## src/rtl/cnn_pkg.sv

```systemverilog
// Shared helpers for the CNN layer blocks (conv, linear, pooling):
// a width-agnostic compare-select and a packed-channel slice.
// Operands travel as CNN_MAX_W-bit zero-extended vectors, and the real
// sample width is passed in as an argument.
package cnn_pkg;

    localparam int CNN_MAX_W = 64;    // widest sample any layer uses
    localparam int CNN_BUS_W = 1024;  // widest packed channel bus

    // a > b over the low w bits. Two's-complement order is obtained by
    // flipping the sign bit and then comparing unsigned.
    function automatic logic cnn_gt(input logic [CNN_MAX_W-1:0] a,
                                    input logic [CNN_MAX_W-1:0] b,
                                    input logic                 is_signed,
                                    input int                   w);
        logic [CNN_MAX_W-1:0] msb;
        msb = is_signed ? (CNN_MAX_W'(1) << (w - 1)) : '0;
        return (a ^ msb) > (b ^ msb);
    endfunction

    // Max of two samples. The first operand wins a tie, so the selection is
    // deterministic.
    function automatic logic [CNN_MAX_W-1:0] cnn_max_sel(input logic [CNN_MAX_W-1:0] a,
                                                         input logic [CNN_MAX_W-1:0] b,
                                                         input logic                 is_signed,
                                                         input int                   w);
        return cnn_gt(b, a, is_signed, w) ? b : a;
    endfunction

    // Channel c of a packed bus, where channel c sits at [c*w +: w].
    function automatic logic [CNN_MAX_W-1:0] cnn_ch_slice(input logic [CNN_BUS_W-1:0] bus,
                                                          input int                   c,
                                                          input int                   w);
        logic [CNN_MAX_W-1:0] mask;
        mask = (w >= CNN_MAX_W) ? '1 : ((CNN_MAX_W'(1) << w) - CNN_MAX_W'(1));
        return CNN_MAX_W'(bus >> (c * w)) & mask;
    endfunction

endpackage

```

## src/rtl/maxpool_cmp.sv

```systemverilog
// Two-input max for one channel. Purely combinational, built on the shared
// compare-select. Ties return a.
import cnn_pkg::*;

module maxpool_cmp #(
    parameter int DATA_WIDTH = 24,
    parameter int SIGNED     = 1
) (
    input  logic [DATA_WIDTH-1:0] a,
    input  logic [DATA_WIDTH-1:0] b,
    output logic [DATA_WIDTH-1:0] y
);

    // Select the larger sample under the configured signedness.
    always_comb begin
        y = DATA_WIDTH'(cnn_max_sel(CNN_MAX_W'(a), CNN_MAX_W'(b), SIGNED != 0, DATA_WIDTH));
    end

endmodule

```

## src/rtl/maxpool_nch.sv

```systemverilog
// 2x2 / stride-2 max pooling over a raster-order stream of CH_NUM packed channels.
// Even rows: each horizontal pair max is parked in a half-width line buffer.
// Odd rows: the pair max is merged with the parked entry and emitted one
// cycle after the odd-column sample is accepted.
// An odd trailing column or row is consumed and discarded.
// Optional: define MAXPOOL_RELU_EN to clamp negative outputs to zero when SIGNED=1.
import cnn_pkg::*;

module maxpool_nch #(
    parameter int DATA_WIDTH  = 24,
    parameter int CH_NUM      = 3,
    parameter int DISP_WIDTH  = 26,
    parameter int DISP_HEIGHT = 26,
    parameter int SIGNED      = 1
) (
    input  logic                         clk,
    input  logic                         rst_n,
    input  logic [CH_NUM*DATA_WIDTH-1:0] data_in,
    input  logic                         data_in_valid,
    output logic [CH_NUM*DATA_WIDTH-1:0] data_out,
    output logic                         data_out_valid,
    output logic                         frame_done
);

    localparam int PW       = DISP_WIDTH / 2;
    localparam int PH       = DISP_HEIGHT / 2;
    localparam int CW       = (DISP_WIDTH > 1) ? $clog2(DISP_WIDTH) : 1;
    localparam int RW       = (DISP_HEIGHT > 1) ? $clog2(DISP_HEIGHT) : 1;
    localparam int LBW      = (PW > 1) ? $clog2(PW) : 1;
    localparam int LAST_COL = PW * 2 - 1;
    localparam int LAST_ROW = PH * 2 - 1;

    typedef logic [CH_NUM-1:0][DATA_WIDTH-1:0] pix_t;

    logic [CW-1:0]  col_q, col_d;
    logic [RW-1:0]  row_q, row_d;
    pix_t           pend_q, pend_d;            // even-column sample awaiting its partner
    pix_t           data_out_q, data_out_d;
    logic           data_out_valid_q, data_out_valid_d;
    logic           frame_done_q, frame_done_d;

    pix_t           lb_q [PW];                 // pair maxima of the last even row
    logic [LBW-1:0] lb_idx;
    logic           lb_we;
    pix_t           lb_rd;

    pix_t           din_ch, pair_max, quad_max, res;

    assign lb_idx = LBW'(col_q >> 1);
    assign lb_rd  = lb_q[lb_idx];

    for (genvar c = 0; c < CH_NUM; c++) begin : g_ch
        assign din_ch[c] = DATA_WIDTH'(cnn_ch_slice(CNN_BUS_W'(data_in), c, DATA_WIDTH));

        maxpool_cmp #(.DATA_WIDTH(DATA_WIDTH), .SIGNED(SIGNED)) u_pair (
            .a (pend_q[c]),
            .b (din_ch[c]),
            .y (pair_max[c])
        );

        maxpool_cmp #(.DATA_WIDTH(DATA_WIDTH), .SIGNED(SIGNED)) u_quad (
            .a (lb_rd[c]),
            .b (pair_max[c]),
            .y (quad_max[c])
        );
    end

    // Optional ReLU on the pooled value. It sits ahead of the output register,
    // so latency does not change.
    always_comb begin
        res = quad_max;
`ifdef MAXPOOL_RELU_EN
        if (SIGNED != 0) begin
            for (int c = 0; c < CH_NUM; c++) begin
                if (quad_max[c][DATA_WIDTH-1]) res[c] = '0;
            end
        end
`endif
    end

    // Raster position. It advances only on accepted samples and wraps
    // straight into the next frame.
    always_comb begin
        col_d = col_q;
        row_d = row_q;
        if (data_in_valid) begin
            if (col_q == CW'(DISP_WIDTH - 1)) begin
                col_d = '0;
                row_d = (row_q == RW'(DISP_HEIGHT - 1)) ? '0 : row_q + 1'b1;
            end else begin
                col_d = col_q + 1'b1;
            end
        end
    end

    // Route each accepted sample to one of three places: the pending register,
    // a line-buffer write, or the output stage.
    always_comb begin
        pend_d           = pend_q;
        lb_we            = 1'b0;
        data_out_d       = data_out_q;
        data_out_valid_d = 1'b0;
        frame_done_d     = 1'b0;
        if (data_in_valid) begin
            if (!col_q[0]) begin
                pend_d = din_ch;
            end else if (!row_q[0]) begin
                lb_we = 1'b1;
            end else begin
                data_out_d       = res;
                data_out_valid_d = 1'b1;
                frame_done_d     = (row_q == RW'(LAST_ROW)) && (col_q == CW'(LAST_COL));
            end
        end
    end

    // Control and output registers, cleared asynchronously.
    always_ff @(posedge clk or negedge rst_n) begin
        if (!rst_n) begin
            col_q            <= '0;
            row_q            <= '0;
            pend_q           <= '0;
            data_out_q       <= '0;
            data_out_valid_q <= 1'b0;
            frame_done_q     <= 1'b0;
        end else begin
            col_q            <= col_d;
            row_q            <= row_d;
            pend_q           <= pend_d;
            data_out_q       <= data_out_d;
            data_out_valid_q <= data_out_valid_d;
            frame_done_q     <= frame_done_d;
        end
    end

    // Line buffer storage. It has no reset because every entry is rewritten
    // on an even row before it is read.
    always_ff @(posedge clk) begin
        if (lb_we) lb_q[lb_idx] <= pair_max;
    end

    assign data_out       = data_out_q;
    assign data_out_valid = data_out_valid_q;
    assign frame_done     = frame_done_q;

endmodule

```

## config.mk

```make
export PLATFORM = sky130hd
export DESIGN_NAME = maxpool_nch
export DESIGN_NICKNAME = d
export VERILOG_FILES = /design/src/rtl/cnn_pkg.sv /design/src/rtl/maxpool_cmp.sv /design/src/rtl/maxpool_nch.sv
export SDC_FILE = /design/constraint.sdc
export NUM_CORES = 1
export LEC_CHECK = 0
export BUFFER_PORTS_ARGS = -buffer_cell sky130_fd_sc_hd__buf_2
export CAP_MARGIN = 5
export CORE_UTILIZATION = 62
export DETAILED_ROUTE_END_ITERATION = 7
export GPL_TIMING_DRIVEN = 0
export PLACE_DENSITY_LB_ADDON = 0.2
export SLEW_MARGIN = 0
export SYNTH_ARGS = -nofsm -noshare
export SYNTH_HDL_FRONTEND = slang
export SYNTH_SLANG_ARGS = --single-unit
```

## constraint.sdc

```tcl
create_clock -name clk -period 9 [get_ports clk]
set_input_delay 0.9 -clock clk [delete_from_list [all_inputs] [get_ports clk]]
set_output_delay 0.9 -clock clk [all_outputs]
set_load 0.02 [all_outputs]
```

**Word level (Yosys, flattened, before mapping)**

Memory sizes are Yosys's and may differ from the RTL's.
Index checks and enable logic that the tools add are counted.

- Bitwise logic cells: 13
- Add/subtract/negate cells: 2
- Muxes and demuxes: 19
- Reductions and logical operators: 4
- Order comparisons: 6
- Eq/ne operators: 2

Operator list:

| kind | count |
|---|---|
| $gt 24x24->1 | 6 |
| $mux 24 | 6 |
| $not 1->1 | 13 |
| $mux 1 | 11 |
| $add 5x1->5 const B | 2 |
| $eq 5x5->1 const B | 2 |
| $mux 5 | 2 |
| $reduce_and 2->1 | 2 |
| $reduce_and 3->1 | 1 |
| $logic_and 1x1->1 | 1 |

- Bits of input ports: 75
- Bits in registers: 156
- Output and inout bits: 74
- Memories kept: 1
- Logic and storage cells: 57
- RAM bits: 936

Memory list:

| memory | words | width | read ports | clocked after memory_dff | wr ports | line | RTL |
|---|---|---|---|---|---|---|---|
| lb_q | 13 | 72 | 1 | 0 | 1 | maxpool_nch.sv:42 | `pix_t lb_q [PW];` |

**Longest topological paths before layout**

Gate-level depths: netlist of run 1.

- Depth in word-level cells: 6
- Mapped depth: 21
- Mapped depth without buffers: 17

**Hierarchy**

From an unflattened synthesis of run 1, not the netlist that was laid out.

- Cells, all modules: 2,520
- Area total of the unflattened synthesis: 47,071.4 um^2

Modules (own cells, without submodules):

| module | cells an instance | area an instance (um^2) | instances | sequential area each (um^2) |
|---|---|---|---|---|
| maxpool_nch | 1,842 | 41,005.6 | 1 | 32,010.7 |
| maxpool_cmp | 113 | 1,011.0 | 6 | 0.0 |

**Worst setup path after synthesis of run 1**

Ideal clock, no wire load.

- Kind: flip-flop to flip-flop
- From: register col_q[2]
- To: memory lb_q[0][0] (netlist bit), enable pin
- Clock period less this slack: 7.152 ns
- Setup time: 0.590 ns
- Required time: 8.410 ns
- Path buffers: 4
- Data arrival time: 6.561 ns
- Stages on the path, launching flop included: 7
- Slack: 1.848 ns
- Cells stage by stage: dfrtp_1 > buf_2 > buf_2 > buf_2 > clkbuf_1 > or4_1 > nor3_1

RTL lines:

| element | line | RTL |
|---|---|---|
| start, declared | maxpool_nch.sv:35 | `logic [CW-1:0] col_q, col_d;` |
| start signal, assigned | maxpool_nch.sv:127 | `col_q <= col_d;` |
| end, declared | maxpool_nch.sv:42 |  |

Straight into the memory's write port.

**Worst setup path in the final report of run 1**

- From: register col_q[3]
- To: register data_out_q (netlist bit data_out[48])

- Cells in the longest elaborated chain, start to end: 4

Ends and longest elaborated chain:

| element | line | RTL |
|---|---|---|
| $mem_v2 13x72 * | -- |  |
| $not 1->1 (no line) | -- |  |
| $gt 24x24->1 | cnn_pkg.sv:18 | `return (a ^ msb) > (b ^ msb);` |
| $mux 24 * | cnn_pkg.sv:27 | `return cnn_gt(b, a, is_signed, w) ? b : a;` |
| end signal, assigned | maxpool_nch.sv:130 | `data_out_q <= data_out_d;` |
| end, declared | maxpool_nch.sv:38 | `pix_t data_out_q, data_out_d;` |

Every way passes the cells marked *; elsewhere a longest branch is shown, timed or not.
A chain may end at the register's enable or synchronous reset.

==> results list, run 1 <==
- Outcome: completed
* Total setup buffers inserted after CTS: 0
- Most used standard cell by instance count after synthesis: sky130_fd_sc_hd__edfxtp_1
- Clock skew on the completed layout was measured at 25.3 ps.
- For this run, the post-layout net count is 3110.
* Cell area after layout: 53400 um^2
* Share of layout cells above drive strength 1: 28.2%
- The floorplan step defined a die boundary enclosing 76200 um^2.
* Detail-routed via count per cell: 6.69
* Max-capacitance violation count: 0
- Final critical-path share of the clock period: 67.2%
* Required time of the critical path: 9530 ps
- Measured along the y axis, the die boundary spans 276 um.
* Count of cells along the worst register-to-register path: 12
- Data arrives at the worst endpoint at 6580 ps.
- Clock transition at path regs: 70 ps
* Count of antenna-violating nets left after detailed routing: 0
- Final critical-path required period: 6050 ps
- The synthesized design devotes to its leading area cell type 60.3% of total area.
* Total Wirelength: 122000 um
* Power density over the cells: 331 nW/um^2
- Post-synthesis sequential area ratio: 68.7%
* Number of resized instances in the post-cts repair step: 0
- The analysis attributes to cell leakage a power of 19.6 nW.
- Unrepaired setup endpoints after global routing: no
- Cell area after synthesis: 46600 um^2
- #FFs+latches synth: 1092
- Achievable frequency: 165 MHz
- Synthesis Warnings: 0
- In this run the deepest clock path goes through 3 buffers.
* R2R Setup Slk: 2950 ps
- Final setup violation count: 0
- The later pin in the worst-skew pair is clocked with a latency of 690 ps.
- Of all cell types, the one taking the most synthesized area is sky130_fd_sc_hd__edfxtp_1.
- Combined area of the multi-input logic cells: 13200 um^2
* Floorplan core area: 74400 um^2
* Number of nets in the synthesized netlist: 2779
- Cells taking the most area after synthesis: sky130_fd_sc_hd__edfxtp_1 (60%), sky130_fd_sc_hd__mux4_2 (14%), sky130_fd_sc_hd__dfrtp_1 (8.4%), sky130_fd_sc_hd__ha_1 (4.0%), sky130_fd_sc_hd__o211ai_2 (2.0%)
- The count of buffers added on input and output ports is 148.
* Count of hold buffers inserted by post-cts repair: 0
* Post-detailed-placement cell area: 49800 um^2
- Number of placed I/O pins: 149
* HPWL after detailed placement: 80400 um
- The synthesized design contains 936 enable-type register cells.
- Along the worst path, the maximum fanout reaches 10.
- Clock Root Buffer: sky130_fd_sc_hd__clkbuf_16
- In the synthesized netlist the dominant register cell turns out to be sky130_fd_sc_hd__edfxtp_1.
- Final setup TNS: 0 ps
- The worst pin sits at a relative slew slack of 19.8%.
- Summed over all layers, the global routing overflow is 0.
- The number of antenna violations at the first check in global routing was 1.
- After detailed routing, the average wire length per cell comes to 30.8 um.
* Count of mapped cells out of synthesis: 2556
- The max-slew violation count is 0.
- Cells after DPL: 3745
* Distinct cell type count of the synthesized netlist: 56
* Most frequent cells after synthesis: sky130_fd_sc_hd__edfxtp_1 (936), sky130_fd_sc_hd__mux4_2 (288), sky130_fd_sc_hd__inv_1 (195)
- FF/Latch Area: 32000 um^2
- The H-tree was split into 3 levels.
- Maximum number of pins on one net before global-route repair: 97
* CTS tree: yes
- Synth-to-Final Area Change: 14.5%
- The worst setup path is launched from a flop.
- Global-route wire length before repair: 178000 um
- The first routing iteration left 3486 violations.
- Peak VDD IR: 0.204 mV
* Reg-to-reg endpoint: data_out[48]
- The setup path with the least slack is of type flop to flop.
- Row Count: 100
- Reg2Reg Launch Point: col_q[3]
- Slew at the pin closest to its max-slew limit: 1200 ps
- Sink Count: 1092
* Total of fill cells in the finished design: 4396
* Starting density of the core: 62.6%
- Via count of the routed design: 26500
* Total routing resource utilization after global routing: 32.5%
- Excluding fillers, the count of instances in the completed layout stands at 3953.
- Chip Width: 276 um
- Number of global-route vias before repair: 27100
- The tightest min-delay check is of the input pin to asynchronous set/reset pin type.
- Final estimated routing congestion in global placement: 0.917
- Hold timing on the final database bottoms out at a slack of 144 ps.
* Final Hold Fails: 0
- Clock buffers created by TritonCTS: 108
- In the routed design, unresolved DRC markers number 0.
* Async S/R FF share, synth: 14.3%
* Critical Path End Type: flop
- Syn avg cell area: 18.2 um^2
- Before antenna repair, the detailed router went through 5 iterations.
==> registers in the layout, indices dropped and copies added, names as in the netlist <==
signal and cells:
row_q 5, data_out 72, pend_q 72, col_q 5
data_out_valid 1, frame_done 1, lb_q 936
==> worst max path at each step <==
stage / to / cells past startpoint / start / slack [ps]
after floorplan: lb_q[0][0] / 6 / col_q[2] / 1850
after global placement: lb_q[0][43] / 6 / col_q[2] / -4670
after detailed placement: data_out[40] / 20 / data_in[25] / 2810
after CTS: data_out[48] / 12 / col_q[3] / 3170
after global routing: data_out[48] / 12 / col_q[3] / 2860
final: data_out[48] / 12 / col_q[3] / 2950
==> stage by stage <==
stage	setup slack, ps	util (%)	power [mW]
after global routing	2860	71.7	18.3
after floorplan	1850	-	11.0
after global placement	-4670	65.2	12.8
after detailed placement	2810	66.9	13.1
after CTS	3170	71.7	17.6
final	2950	71.7	17.7
==> placed cells by master (no fill, tap or decap), types with 18 or more instances in the layout <==
cell	n
sky130_fd_sc_hd__and3_1	28
sky130_fd_sc_hd__clkbuf_1	81
sky130_fd_sc_hd__mux4_2	288
sky130_fd_sc_hd__nand3_1	21
sky130_fd_sc_hd__o211ai_2	74
sky130_fd_sc_hd__buf_1	18
sky130_fd_sc_hd__buf_6	61
sky130_fd_sc_hd__inv_1	195
sky130_fd_sc_hd__buf_2	169
sky130_fd_sc_hd__o21ai_0	93
sky130_fd_sc_hd__edfxtp_1	936
sky130_fd_sc_hd__mux2i_1	51
sky130_fd_sc_hd__mux2_4	18
sky130_fd_sc_hd__nand2_1	157
sky130_fd_sc_hd__clkinv_2	24
sky130_fd_sc_hd__buf_12	26
sky130_fd_sc_hd__clkbuf_16	110
sky130_fd_sc_hd__o211ai_1	30
sky130_fd_sc_hd__a21oi_1	65
sky130_fd_sc_hd__clkinv_1	19
sky130_fd_sc_hd__dfrtp_1	156
sky130_fd_sc_hd__nand4_1	36
sky130_fd_sc_hd__ha_1	148
==> worst max-delay path: stages (launching register included) <==
cell                       delay (ps)
sky130_fd_sc_hd__dfrtp_1          350
sky130_fd_sc_hd__clkbuf_1         590
sky130_fd_sc_hd__clkbuf_1         940
sky130_fd_sc_hd__clkbuf_1         770
sky130_fd_sc_hd__mux4_2           490
sky130_fd_sc_hd__ha_1             330
sky130_fd_sc_hd__nand4_1          150
sky130_fd_sc_hd__nor3_1           440
sky130_fd_sc_hd__nand2_1          190
sky130_fd_sc_hd__o31ai_2          500
sky130_fd_sc_hd__clkbuf_1         710
sky130_fd_sc_hd__or2_2            320
sky130_fd_sc_hd__o211ai_1         110
==> logic make-up after synthesis <==
group                      after synthesis  share of synthesized area (%)
DFF                                   1092                           68.7
muxes                                  362                           15.7
buffers and inverters                  323                           3.09
AOI/OAI and AO/OA                      321                           5.33
and+or+nand+nor                        310                           3.19
adders and majority gates              148                           3.97
==> layout make-up <==
| class | count | share of cell area [%] |
|---|---|---|
| tap | 969 | 2.27 |
| inverter | 195 | 1.37 |
| antenna | 2 | 0.00938 |
| buffer | 128 | 1.32 |
| sequential | 1092 | 60.0 |
| clock buffer | 135 | 5.39 |
| multi-input combinational | 1141 | 24.8 |
| clock inverter | 70 | 1.30 |
| timing repair buffer | 221 | 3.56 |
==> layer usage <==
| layer | GRT usage, % | wire, um | up-vias |
|---|---|---|---|
| met4 | 13.5 | 5200 | 0 |
| met3 | 5.42 | 11000 | 306 |
| met1 | 44.3 | 45700 | 13800 |
| li1 | - | - | 10800 |
| met2 | 52.9 | 59900 | 1524 |
| met5 | 0 | 0 | - |
==> power breakdown <==
part / switching, mW / internal, mW
clock: 1.94 / 2.62
sequential: 0.231 / 6.48
combinational: 3.92 / 2.46
Note: power is estimated with default switching activity, not from simulation.
==> run 2: changes to the inputs <==
--- a/config.mk
+++ b/config.mk
@@ -7,7 +7,7 @@
 export LEC_CHECK = 0
 export BUFFER_PORTS_ARGS = -buffer_cell sky130_fd_sc_hd__buf_2
 export CAP_MARGIN = 5
-export CORE_UTILIZATION = 62
+export CORE_UTILIZATION = 56
 export DETAILED_ROUTE_END_ITERATION = 7
 export GPL_TIMING_DRIVEN = 0
 export PLACE_DENSITY_LB_ADDON = 0.2
==> constraint.sdc (replaced) <==
create_clock -name clk -period 5.25 [get_ports clk]
set_input_delay 0.525 -clock clk [delete_from_list [all_inputs] [get_ports clk]]
set_output_delay 0.525 -clock clk [all_outputs]
set_load 0.02 [all_outputs]
==> results list, run 2 (same netlist as run 1, synthesis figures left out) <==
* Start point of the worst min-delay path: data_in[10]
* Worst hold slack: 102 ps (was 144 ps)
* Critical Path End Type: flop (unchanged)
* Row Count: 105 (was 100)
* Worst rel slew slack: 4.84% (was 19.8%)
- Final Hold Fails: 0 (unchanged)
- Outcome: completed (unchanged).
- Critical Path Slowest Stage Cell: sky130_fd_sc_hd__clkbuf_1 (unchanged)
- The arrival time reported for the critical path endpoint was 5680 ps (was 6580 ps).
- Minimum setup slack in the final design: 138 ps (was 2950 ps)
- Worst clock skew on the final layout: 18.5 ps (was 25.3 ps)
- Total routing resource utilization after global routing: 29.1% (was 32.5%)
- The number of global-route vias before repair is 26700 (was 27100).
- The fraction of the core area covered by cells at the end of the flow is 65.6% (was 71.7%).
- The total power divided by cell area was 566 nW/um^2 (was 331 nW/um^2).
- The final critical-path required period came to 5110 ps (was 6050 ps).
- Clock Latency Late Sink: 670 ps (was 690 ps)
- Place WS: -576 ps (was 2810 ps)
- Cell area after layout: 53900 um^2 (was 53400 um^2)
* HPWL after detailed placement: 79600 um (was 80400 um)
- Launching element type of the critical path: flop (unchanged)
- Startpoint-to-endpoint class of the critical path: flop to flop (unchanged)
* Maximum level of the CTS H-tree: 3 (unchanged)
- Combined area of the multi-input logic cells: 13300 um^2 (was 13200 um^2)
- Register containing the most flip-flops in the final layout: lb_q (unchanged)
* Starting DRC count in detailed routing: 2789 (was 3486)
- Largest delay contributor family on the critical path: buffers and inverters (unchanged)
- Max reg flops: 936 (unchanged)
- Final slew viol count: 0 (unchanged)
* CP Cell Sequence: buf_2 > buf_2 > clkbuf_1 > mux4_2 > mux4_2 > inv_1 > ha_1 > nand4_1 > nor4_4 > o311ai_1 > and3_1 > buf_2 > or3_1 > clkbuf_1 > buf_6 > o211ai_2 (was clkbuf_1 > clkbuf_1 > clkbuf_1 > mux4_2 > ha_1 > nand4_1 > nor3_1 > nand2_1 > o31ai_2 > clkbuf_1 > or2_2 > o211ai_1)
- Detail-routed via count per cell: 6.46 (was 6.69)
* Required time of the critical path: 5820 ps (was 9530 ps)
- The TritonCTS clock tree is yes (unchanged).
- I/O Buffers: 148 (unchanged)
* R2R Setup Slk: 140 ps (was 2950 ps)
- The total congestion overflow after global routing was 0 (unchanged).
* Clock Root Buffer: sky130_fd_sc_hd__clkbuf_16 (unchanged)
- The leakage power came to 19.7 nW (was 19.6 nW).
- Final-stage net count: 3097 (was 3110)
* Count of cells along the worst register-to-register path: 16 (was 12)
- The most repeated library cell on the critical path is sky130_fd_sc_hd__buf_2 (was sky130_fd_sc_hd__clkbuf_1).
- The worst hold path was traced through 3 stages.
- Floorplan core area: 82200 um^2 (was 74400 um^2)
- The part of the cycle the worst path needs is 97.4% (was 67.2%).
- Global-route wire length before repair: 177000 um (was 178000 um)
* Buf/Inv on CP: 7 (was 4)
* Slew at the pin closest to its max-slew limit: 1430 ps (was 1200 ps)
* Max-capacitance violation count: 0 (unchanged)
- Reg2Reg Launch Point: col_q[2] (was col_q[3])
- The I/O pin count came to 149 (unchanged).
- Number of detailed-routing iterations run before antenna repair: 5 (unchanged)
- Chip Width: 290 um (was 276 um)
- Achievable frequency: 196 MHz (was 165 MHz)
- Clock buffers created by TritonCTS: 107 (was 108)
* Sink Count: 1092 (unchanged)
* Maximum number of pins on one net before global-route repair: 105 (was 97)
- Hold Path End: pend_q[10]
- Share of layout cells above drive strength 1: 29.9% (was 28.2%)
- The clock transition time at the flip-flop clock pins of the worst setup and hold paths was 60 ps (was 70 ps).
- The vias after detailed routing was 26100 (was 26500).
* DRC Markers: 0 (unchanged)
- Clock tree buffer depth: 3 (unchanged)
- The number of fillers in the final layout is 5407 (was 4396).
- The type of the tightest min-delay check is input pin to flop (was input pin to asynchronous set/reset pin).
* Full die area: 84400 um^2 (was 76200 um^2)
- Starting density of the core: 56.7% (was 62.6%)
* Vertical extent of the die: 290 um (was 276 um)
* Peak VDD IR: 0.335 mV (was 0.204 mV)
- Final setup violation count: 0 (unchanged)
- Commonest cells after routing, fill and taps aside: sky130_fd_sc_hd__edfxtp_1 (936), sky130_fd_sc_hd__mux4_2 (288), sky130_fd_sc_hd__inv_1 (181) (was sky130_fd_sc_hd__edfxtp_1 (936), sky130_fd_sc_hd__mux4_2 (288), sky130_fd_sc_hd__inv_1 (195))
* Final setup TNS: 0 ps (unchanged)
* Maximum fanout along the worst path: 10 (unchanged)
* Reg-to-reg endpoint: data_out[8] (was data_out[48])
* FF/Latch Area: 32000 um^2 (unchanged)
* Post-detailed-placement cell area: 50100 um^2 (was 49800 um^2)
- The number of antenna violations at the first check in global routing is 2 (was 1).
* Total Wirelength: 121000 um (was 122000 um)
- Final routed wire length divided by cell count: 30.0 um (was 30.8 um)
- Synth-to-Final Area Change: 15.8% (was 14.5%)
- The antenna violation net count after detailed routing is 0 (unchanged).
- The largest stage delay on the critical path is 820 ps (was 940 ps).
* Most common cell after layout, fill and taps aside: sky130_fd_sc_hd__edfxtp_1 (unchanged)
- Final estimated routing congestion in global placement: 0.893 (was 0.917)
[run 2: cell types whose count changed in the layout (fill, tap and decap cells not counted), sizes merged]
cell           delta
clkinvlp          +6
clkdlybuf4s15     +1
bufinv            +3
dlygate4sd3       +1
diode             -1
inv               -3
clkbuf           +10
clkinv            -9
buf              -23
[run 2: what timing repair did]
action                                  CTS  global route
hold buffers                              1             0
setup buffers                             5             3
endpoints found under the setup margin   70            67
endpoints found under the hold margin    52             0
pin swaps                                 2             3
resized for setup                        11            60
[run 2: per-layer routing]
layer	up-vias	track usage (%)	wire, um
li1	10800	-	-
met1	13600	40.4	47400
met2	1393	47.8	59600
met3	213	5.06	11000
met4	2	8.30	3200
met5	-	0	12
[run 2: cell type report]
class                   instances  share of cell area (%)
inverters                     195                    1.36
diodes                          1                 0.00464
flip-flops and latches       1092                    59.4
multi-input cells            1141                    24.7
well taps                    1070                    2.48
plain buffers                 126                    1.39
clock inverters                67                    1.45
repair buffers                211                    3.89
clock buffers                 136                    5.35
[run 2: where the power goes]
group	switching [mW]	total [mW]	internal, mW
Combinational	6.74	11.1	4.31
Clock	3.31	7.96	4.65
Sequential	0.389	11.5	11.1
Total	10.4	30.5	20.1
[run 2: how the worst max path moves through the flow]
stage / startpoint / to / slack (ps) / cells past startpoint
finish: col_q[2] / data_out[8] / 140 / 16
global route: pend_q[11] / data_out[8] / -20 / 20
CTS: col_q[3] / data_out[65] / 8 / 12
detailed placement: data_in[23] / data_out[8] / -580 / 21
global placement: col_q[3] / lb_q[4][39] / -4540 / 5
floorplan: col_q[2] / lb_q[8][0] / 30 / 6
[run 2: per-stage QoR]
step / instances / power [mW]
after global routing: 4039 / 31.7
after CTS: 4036 / 30.5
final: 4039 / 30.5
after global placement: 3774 / 22.0
after floorplan: 2556 / 18.8
after detailed placement: 3828 / 22.4
[run 2: tightest hold or removal path, cell delays in order]
cell and delay (ps):
sky130_fd_sc_hd__buf_2 100, sky130_fd_sc_hd__nand2_1 40, sky130_fd_sc_hd__o21ai_0 60
